[src/rtl/ev2_phy_router_pkg.sv]
// rtl/ev2_phy_router_pkg.sv - shared types and constants for the PHY event router
package ev2_phy_router_pkg;

  typedef enum logic [1:0] {
    ST_IDLE  = 2'd0,
    ST_ROUTE = 2'd1,
    ST_DROP  = 2'd2,
    ST_RESET = 2'd3
  } state_e;

  localparam int ERR_OVF = 0;
  localparam int ERR_FRM = 1;

  localparam int DROP_W = 16;
  localparam logic [DROP_W-1:0] DROP_MAX = {DROP_W{1'b1}};

endpackage

[src/rtl/ev2_sink_mux.sv]
// rtl/ev2_sink_mux.sv - per-sink slicing: full/count selection and write-target decode
module ev2_sink_mux #(
  parameter int NUM_SINKS   = 2,
  parameter int COUNT_WIDTH = 16,
  parameter int SEL_WIDTH   = 2
) (
  input  logic [SEL_WIDTH-1:0]             act_sel_i,
  input  logic [SEL_WIDTH-1:0]             req_sel_i,
  input  logic [SEL_WIDTH-1:0]             fwd_sel_i,
  input  logic [NUM_SINKS-1:0]             snk_full_i,
  input  logic [NUM_SINKS*COUNT_WIDTH-1:0] snk_count_i,
  output logic                             act_full_o,
  output logic                             req_full_o,
  output logic                             req_valid_o,
  output logic [COUNT_WIDTH-1:0]           act_count_o,
  output logic [NUM_SINKS-1:0]             fwd_onehot_o
);

  // Out-of-range selectors match no sink, so they read back as not-full / zero count.
  always_comb begin
    act_full_o   = 1'b0;
    req_full_o   = 1'b0;
    req_valid_o  = 1'b0;
    act_count_o  = '0;
    fwd_onehot_o = '0;
    for (int k = 0; k < NUM_SINKS; k++) begin
      if (act_sel_i == SEL_WIDTH'(k)) begin
        act_full_o  = snk_full_i[k];
        act_count_o = snk_count_i[k*COUNT_WIDTH +: COUNT_WIDTH];
      end
      if (req_sel_i == SEL_WIDTH'(k)) begin
        req_full_o  = snk_full_i[k];
        req_valid_o = 1'b1;
      end
      fwd_onehot_o[k] = (fwd_sel_i == SEL_WIDTH'(k));
    end
  end

endmodule

[src/rtl/ev2_phy_router.sv]
// rtl/ev2_phy_router.sv - routes framed PHY event words to one of NUM_SINKS sinks
module ev2_phy_router
  import ev2_phy_router_pkg::*;
#(
  parameter int NUM_SINKS   = 2,
  parameter int DATA_WIDTH  = 16,
  parameter int COUNT_WIDTH = 16,
  parameter int SEL_WIDTH   = 2
) (
  input  logic                             clk_i,
  input  logic                             rst_i,
  input  logic [SEL_WIDTH-1:0]             sel_i,
  input  logic                             enable_i,
  input  logic [DATA_WIDTH-1:0]            src_dat_i,
  input  logic                             src_wr_i,
  input  logic                             src_sof_i,
  input  logic                             src_eof_i,
  output logic                             src_full_o,
  output logic [COUNT_WIDTH-1:0]           src_count_o,
  input  logic                             src_rst_i,
  output logic                             src_rst_ack_o,
  output logic [NUM_SINKS*DATA_WIDTH-1:0]  snk_dat_o,
  output logic [NUM_SINKS-1:0]             snk_wr_o,
  input  logic [NUM_SINKS-1:0]             snk_full_i,
  input  logic [NUM_SINKS*COUNT_WIDTH-1:0] snk_count_i,
  output logic [NUM_SINKS-1:0]             snk_rst_o,
  input  logic [NUM_SINKS-1:0]             snk_rst_ack_i,
  output logic [SEL_WIDTH-1:0]             active_sel_o,
  output logic [DROP_W-1:0]                dropped_o,
  output logic [1:0]                       err_o
);

  state_e                        state_q, state_d;
  logic [SEL_WIDTH-1:0]          sel_q, sel_d;
  logic [DROP_W-1:0]             drop_q, drop_d;
  logic [1:0]                    err_q, err_d;
  logic                          ack_q;
  logic [NUM_SINKS-1:0]          snk_wr_q;
  logic [NUM_SINKS*DATA_WIDTH-1:0] snk_dat_q;

  logic                          fwd;
  logic [SEL_WIDTH-1:0]          fwd_sel;
  logic                          act_full, req_full, req_valid;
  logic [NUM_SINKS-1:0]          fwd_onehot;

  ev2_sink_mux #(
    .NUM_SINKS  (NUM_SINKS),
    .COUNT_WIDTH(COUNT_WIDTH),
    .SEL_WIDTH  (SEL_WIDTH)
  ) u_mux (
    .act_sel_i   (sel_q),
    .req_sel_i   (sel_i),
    .fwd_sel_i   (fwd_sel),
    .snk_full_i  (snk_full_i),
    .snk_count_i (snk_count_i),
    .act_full_o  (act_full),
    .req_full_o  (req_full),
    .req_valid_o (req_valid),
    .act_count_o (src_count_o),
    .fwd_onehot_o(fwd_onehot)
  );

  always_comb begin
    state_d = state_q;
    sel_d   = sel_q;
    drop_d  = drop_q;
    err_d   = err_q;
    fwd     = 1'b0;
    fwd_sel = sel_q;
    if (src_rst_i) begin
      // An abandoned frame is neither forwarded nor counted as dropped.
      state_d = ST_RESET;
      if (state_q == ST_RESET) err_d = '0;
    end else if (state_q == ST_RESET) begin
      state_d = ST_IDLE;
      err_d   = '0;
    end else if (src_wr_i) begin
      if (src_sof_i) begin
        // SOF always opens a new frame; outside IDLE it also means the old frame lost its EOF.
        if (state_q != ST_IDLE) err_d[ERR_FRM] = 1'b1;
        if (state_q == ST_ROUTE && act_full) err_d[ERR_OVF] = 1'b1;
        sel_d = sel_i;
        if (enable_i && req_valid) begin
          fwd     = 1'b1;
          fwd_sel = sel_i;
          state_d = src_eof_i ? ST_IDLE : ST_ROUTE;
        end else begin
          if (drop_q != DROP_MAX) drop_d = drop_q + 1'b1;
          state_d = src_eof_i ? ST_IDLE : ST_DROP;
        end
      end else begin
        case (state_q)
          ST_IDLE: err_d[ERR_FRM] = 1'b1;
          ST_ROUTE: begin
            fwd = 1'b1;
            if (act_full) err_d[ERR_OVF] = 1'b1;
            if (src_eof_i) state_d = ST_IDLE;
          end
          ST_DROP: if (src_eof_i) state_d = ST_IDLE;
          default: state_d = state_q;
        endcase
      end
    end
  end

  always_comb begin
    case (state_q)
      ST_ROUTE: src_full_o = act_full;
      ST_IDLE:  src_full_o = req_full;
      ST_DROP:  src_full_o = 1'b0;
      default:  src_full_o = 1'b1;
    endcase
  end

  always_ff @(posedge clk_i) begin
    if (rst_i) begin
      state_q   <= ST_IDLE;
      sel_q     <= '0;
      drop_q    <= '0;
      err_q     <= '0;
      ack_q     <= 1'b0;
      snk_wr_q  <= '0;
      snk_dat_q <= '0;
    end else begin
      state_q  <= state_d;
      sel_q    <= sel_d;
      drop_q   <= drop_d;
      err_q    <= err_d;
      ack_q    <= &snk_rst_ack_i;
      snk_wr_q <= fwd ? fwd_onehot : '0;
      for (int k = 0; k < NUM_SINKS; k++) begin
        if (fwd && fwd_onehot[k]) snk_dat_q[k*DATA_WIDTH +: DATA_WIDTH] <= src_dat_i;
      end
    end
  end

  assign snk_wr_o      = snk_wr_q;
  assign snk_dat_o     = snk_dat_q;
  assign snk_rst_o     = rst_i ? '0 : {NUM_SINKS{src_rst_i}};
  assign src_rst_ack_o = ack_q && (state_q == ST_RESET);
  assign active_sel_o  = sel_q;
  assign dropped_o     = drop_q;
  assign err_o         = err_q;

endmodule

[config.mk]
export PLATFORM = sky130hd
export DESIGN_NAME = ev2_phy_router
export DESIGN_NICKNAME = d
export VERILOG_FILES = /design/src/rtl/ev2_phy_router_pkg.sv /design/src/rtl/ev2_sink_mux.sv /design/src/rtl/ev2_phy_router.sv
export SDC_FILE = /design/constraint.sdc
export NUM_CORES = 1
export LEC_CHECK = 0
export CORE_UTILIZATION = 51
export CTS_BUF_LIST = sky130_fd_sc_hd__clkbuf_8
export DETAILED_ROUTE_END_ITERATION = 10
export PLACE_DENSITY = 0.89
export SLEW_MARGIN = 20
export SYNTH_ARGS = -nofsm -noshare
export SYNTH_HDL_FRONTEND = slang
export SYNTH_SLANG_ARGS = --single-unit
[constraint.sdc]
create_clock -name clk_i -period 3.26 [get_ports clk_i]
set_input_delay 0.326 -clock clk_i [delete_from_list [all_inputs] [get_ports clk_i]]
set_output_delay 0.326 -clock clk_i [all_outputs]
set_load 0.01 [all_outputs]
== Yosys cells after proc, flatten, opt, wreduce, memory -nomap -nowiden ==
Cells that the tools add are included.

* Reductions and logical operators: 25
* Eq/ne operators: 10
* Bitwise operators: 4
* Muxes and demuxes: 40
* Add/subtract/negate cells: 1

{| class="wikitable"
|+ Operator list
! kind !! count
|-
| $mux 2 || 19
|-
| $mux 16 || 2
|-
| $mux 1 || 18
|-
| $add 16x1->16 const B || 1
|-
| $ne 16x16->1 const B || 1
|-
| $reduce_bool 3->1 || 4
|-
| $eq 2x1->1 const B || 4
|-
| $logic_not 2->1 || 4
|-
| $reduce_and 4->1 || 2
|-
| $reduce_bool 4->1 || 2
|-
| $ne 3x1->1 const B || 2
|-
| $reduce_and 6->1 || 1
|-
| $logic_and 1x1->1 || 5
|-
| $reduce_and 5->1 || 1
|-
| $eq 2x2->1 const B || 2
|-
| $not 1->1 || 4
|-
| $reduce_bool 2->1 || 2
|-
| $reduce_or 2->1 || 2
|-
| $pmux 1 s3 || 1
|-
| $reduce_and 3->1 || 1
|-
| $ne 2x1->1 const B || 1
|-
| $reduce_and 2->1 || 1
|}

* Register bits after elaboration: 57
* Bits of input ports: 61
* Output and inout port bits: 74
* Word-level logic and storage cells: 89

== Longest topological paths before layout ==
* Depth after elaboration: 11
* Mapped depth: 8
* Depth with buffers taken out: 6

== Hierarchy ==
From an unflattened synthesis, not the netlist that was laid out.

* Cell total of the unflattened synthesis: 305
* Area, all modules: 2829.0 um2

{| class="wikitable"
|+ By module, submodules not included
! module !! cells an instance !! sequential area each (um2) !! times used !! area each (um2)
|-
| ev2_phy_router || 262 || 1141.1 || 1 || 2527.4
|-
| ev2_sink_mux || 43 || 0.0 || 1 || 301.5
|}

== Least setup slack after synthesis ==
OpenSTA, ideal clock, no wires.

* Path kind: reg-to-reg
* Start point: reg state_q[0]
* End point: reg snk_dat_q[13] (netlist: snk_dat_o[13])
* Buffers on the path: 3
* Setup time: 0.133 ns
* Clock period less this slack: 1.925 ns
* Path slack: 1.335 ns
* Stages on the path, launching flop included: 9
* Data required time: 3.127 ns
* Arrival: 1.792 ns
* Cell sequence: dfxtp_1 -> ha_1 -> or3b_1 -> buf_6 -> or2_1 -> buf_6 -> buf_6 -> a22oi_1 -> nand3_1

* Cells in the longest elaborated chain, start to end: 7
* Elaborated cells between the ends (all ways): 11
* Classes of those cells: eq/ne (2); mux (7); reduce/logical (2)

{| class="wikitable"
|+ Ends and longest elaborated chain
! what !! line !! RTL
|-
| start, declared || ev2_phy_router.sv:33 || <nowiki>state_e state_q, state_d;</nowiki>
|-
| start signal, assigned || ev2_phy_router.sv:125 || <nowiki>state_q <= state_d;</nowiki>
|-
| $eq 2x1->1 || ev2_phy_router.sv:92 || <nowiki>case (state_q)</nowiki>
|-
| $mux 1 || ev2_phy_router.sv:92 ||
|-
| $mux 1 || ev2_phy_router.sv:78 || <nowiki>if (src_sof_i) begin</nowiki>
|-
| $mux 1 || ev2_phy_router.sv:77 || <nowiki>end else if (src_wr_i) begin</nowiki>
|-
| $mux 1 || ev2_phy_router.sv:74 || <nowiki>end else if (state_q == ST_RESET) begin</nowiki>
|-
| $mux 1 || ev2_phy_router.sv:70 || <nowiki>if (src_rst_i) begin</nowiki>
|-
| $logic_and 1x1->1 * || ev2_phy_router.sv:132 || <nowiki>if (fwd && fwd_onehot[k]) snk_dat_q[k*DATA_WIDTH +: DATA_WIDTH] <= src_dat_i;</nowiki>
|-
| end signal, assigned by index || ev2_phy_router.sv:132 ||
|-
| end, declared || ev2_phy_router.sv:39 || <nowiki>logic [NUM_SINKS*DATA_WIDTH-1:0] snk_dat_q;</nowiki>
|}

Mark *: on every way between the ends. The rest lies on a longest branch, timed or not.
A chain may end at the register's enable or synchronous reset.

== Worst setup path after layout ==
* Start point: reg sel_q[1] (netlist: active_sel_o[1])
* End point: out src_full_o

* Cells in the longest elaborated chain, start to end: 4
* Elaborated cells between the ends (all ways): 5
* Classes of those cells: eq/ne (1); mux (3); reduce/logical (1)

{| class="wikitable"
|+ Ends and longest elaborated chain
! what !! line !! RTL
|-
| start, declared || ev2_phy_router.sv:34 || <nowiki>logic [SEL_WIDTH-1:0] sel_q, sel_d;</nowiki>
|-
| start signal, assigned || ev2_phy_router.sv:126 || <nowiki>sel_q <= sel_d;</nowiki>
|-
| $logic_not 2->1 || ev2_sink_mux.sv:27 || <nowiki>if (act_sel_i == SEL_WIDTH'(k)) begin</nowiki>
|-
| $mux 1 || ev2_sink_mux.sv:27 ||
|-
| $mux 1 * || ev2_sink_mux.sv:27 ||
|-
| $pmux 1 s3 * || ev2_phy_router.sv:107 || <nowiki>case (state_q)</nowiki>
|-
| end, declared || ev2_phy_router.sv:18 || <nowiki>output logic src_full_o,</nowiki>
|}

Marks and branches as above.

==> reports/metrics.cfg <==
[detailed_routing]
vias=4216
dr.pass1.iters=5
drt-vias-per-instance=6.36
final_antenna_net_count=0
drc_errors=0
avgRoutedWirePerCell_um=17.5
finalWirelength_mm=11.6
first_iter_violations=325

[layout]
antennaDiodeCount=0
final_common_cell=clkdlybuf4s50_1
layout-drive-gt1-share_pct=10.3
fin_cells=663
final_nets=626
most-common-layout-cells=133 x clkdlybuf4s50_1, 57 x dfxtp_1, 56 x nand3_1
area_growth_pct=39.3
final_area_um2=5300
final_core_util_pct=73.5

[sta]
fmax_mhz=375
hold_viol=0
maxSlewViolCount=0
worstMarginPinSlew_ns=0.827
finalSetupViolations=0
finalCriticalPeriod_ns=2.66
finalCritPeriodShare_pct=81.7
holdWs_ns=0.509
slew_headroom_pct=43.7
worst_slack_ns=0.596
setup_tns_ns=0
skew_ns=0.0109
rsz0062_at_grt=no

[yosys]
synth_cells=447
synthesis.nets=512
synth_top_area_share_pct=30.0
ys_seq_area_share_pct=30.0
syn_area_per_cell_um2=8.51
syn_area_um2=3800
yosysWarningCount=0
netlist_top_cells_area=dfxtp_1 30%, nand3_1 7.4%, a22oi_1 6.3%, nor2b_1 6.1%, nor4b_2 5.9%
ys_seq_elements=57
synth_cell_types=48
yosys.area.top_type=dfxtp_1

[floorplanning]
io_pins=135
fp.dieW_um=88.4
die_y_um=88.4
core-area_um2=7210
rows=31
die_area_um2=7810
start_util_pct=52.7

[run_status]
outcome=finished, final reports clean

[flow_run]
maxCapViolations=0

[placement]
dp.cells=649
io_buffers=134
place_congestion=0.879
placed_area_um2=5130
pre_cts_slack_ns=0.409
dp_hpwl_mm=7.97

[cts]
clockBufferDepth=2
cts_tree=yes
htreeDepth=3
ctsResizeCount=0
numCtsBuffers=9
ctsHoldBuffers=0
postCtsSetupBuffers=0
clkTransAtPathRegs_ns=0.06
clock_sinks=57
cts_root_buf=clkbuf_8
clk_latency_ns=0.34

[worst_setup_path]
crit_arrival_ns=2.34
path_class=register to output port
end_kind=output port
slowest_delay_ns=0.48
cp_max_fo=19
slowest_stage=clkdlybuf4s50_1
start_kind=register
cp.required_ns=2.93
path_cells=clkinv_1, and3_1, or3_1, clkdlybuf4s50_1

[power_and_ir_drop]
p_leak_nw=1.79
power_mw=1.71
peakVddDrop_mv=0.183
power.density_nw_per_um2=322

[global_route]
grt_pass1_vias=3831
overflow=0
grt_max_degree=44
antenna_found_initial=0
grt_pass1_wl_mm=18.0
grt.total_usage_pct=29.5

[hold_path]
hold_path_class=register to register

## state kept, by name, indices dropped and copies added (netlist names)
register	cells
snk_dat_o	32
dropped_o	16
snk_wr_o	2
ack_q	1
state_q	2
err_o	2
active_sel_o	2
## kinds of logic (layout without fill, tap and decap cells)
family                     count (synthesis)  count (layout)  share of synthesized area [%]
muxes                                     22              22                           5.98
DFF                                       57              57                           30.0
buffers and inverters                     51             168                           6.87
and+or+nand+nor                          206             206                           35.4
xor gates and xnor gates                   1               1                          0.230
adders and majority gates                  4               4                           1.32
AOI/OAI and AO/OA                        106             106                           20.3
## metal layers
layer	track usage [%]	wire length (um)	vias to the layer above
met3	5.32	1040	31
met4	15.1	337	0
met1	37.4	4580	1978
met5	0	0	-
met2	48.0	5630	258
li1	-	-	1949
## layout make-up
type                       instances  area, um^2
multi-input combinational        339        2410
fill                             555        1910
timing repair buffer             147        1430
sequential                        57        1140
clock buffer                      11         151
tap                               99         124
inverter                           7        26.3
clock inverter                     3        17.5
## worst paths after layout
kind	startpoint	to	slack, ns	cells after the start
setup / recovery	active_sel_o[1]	src_full_o	0.60	4
hold / removal	dropped_o[15]	dropped_o[15]	0.51	2
setup reg to reg	state_q[0]	snk_dat_o[4]	0.88	6
hold reg to reg	dropped_o[15]	dropped_o[15]	0.51	2
## power by group
group          internal [mW]  leakage [nW]  switching, mW
clock network          0.306        0.0871          0.287
logic                  0.196          1.24          0.179
registers              0.723         0.462         0.0153
## critical path: cells and delay by family (launching register included)
family                 cells  cell delay, ns
and+or+nand+nor            2            0.71
DFF                        1            0.34
buffers and inverters      2            0.95
## cell usage after synthesis, drive strengths merged
master   number
or3b          2
nand3        56
nor4b        17
nor3b         1
or4          11
nor4          2
o311ai       16
nand4bb       1
mux2i        19
or3           3
clkbuf       23
clkinv        2
or2           1
buf          21
o21ai         3
and4          2
nand4        21
nor3          6
nand2        14
o31ai        11
nor2         22
inv           5
a21o          1
o211ai       17
dfxtp        57
ha            4
a21oi        19
and4bb        1
a22oi        32
and2          3
nand2b        2
mux2          3
xor2          1
nor2b        37
a211oi        7
and3          4
Note: power is estimated with default switching activity, not from simulation.
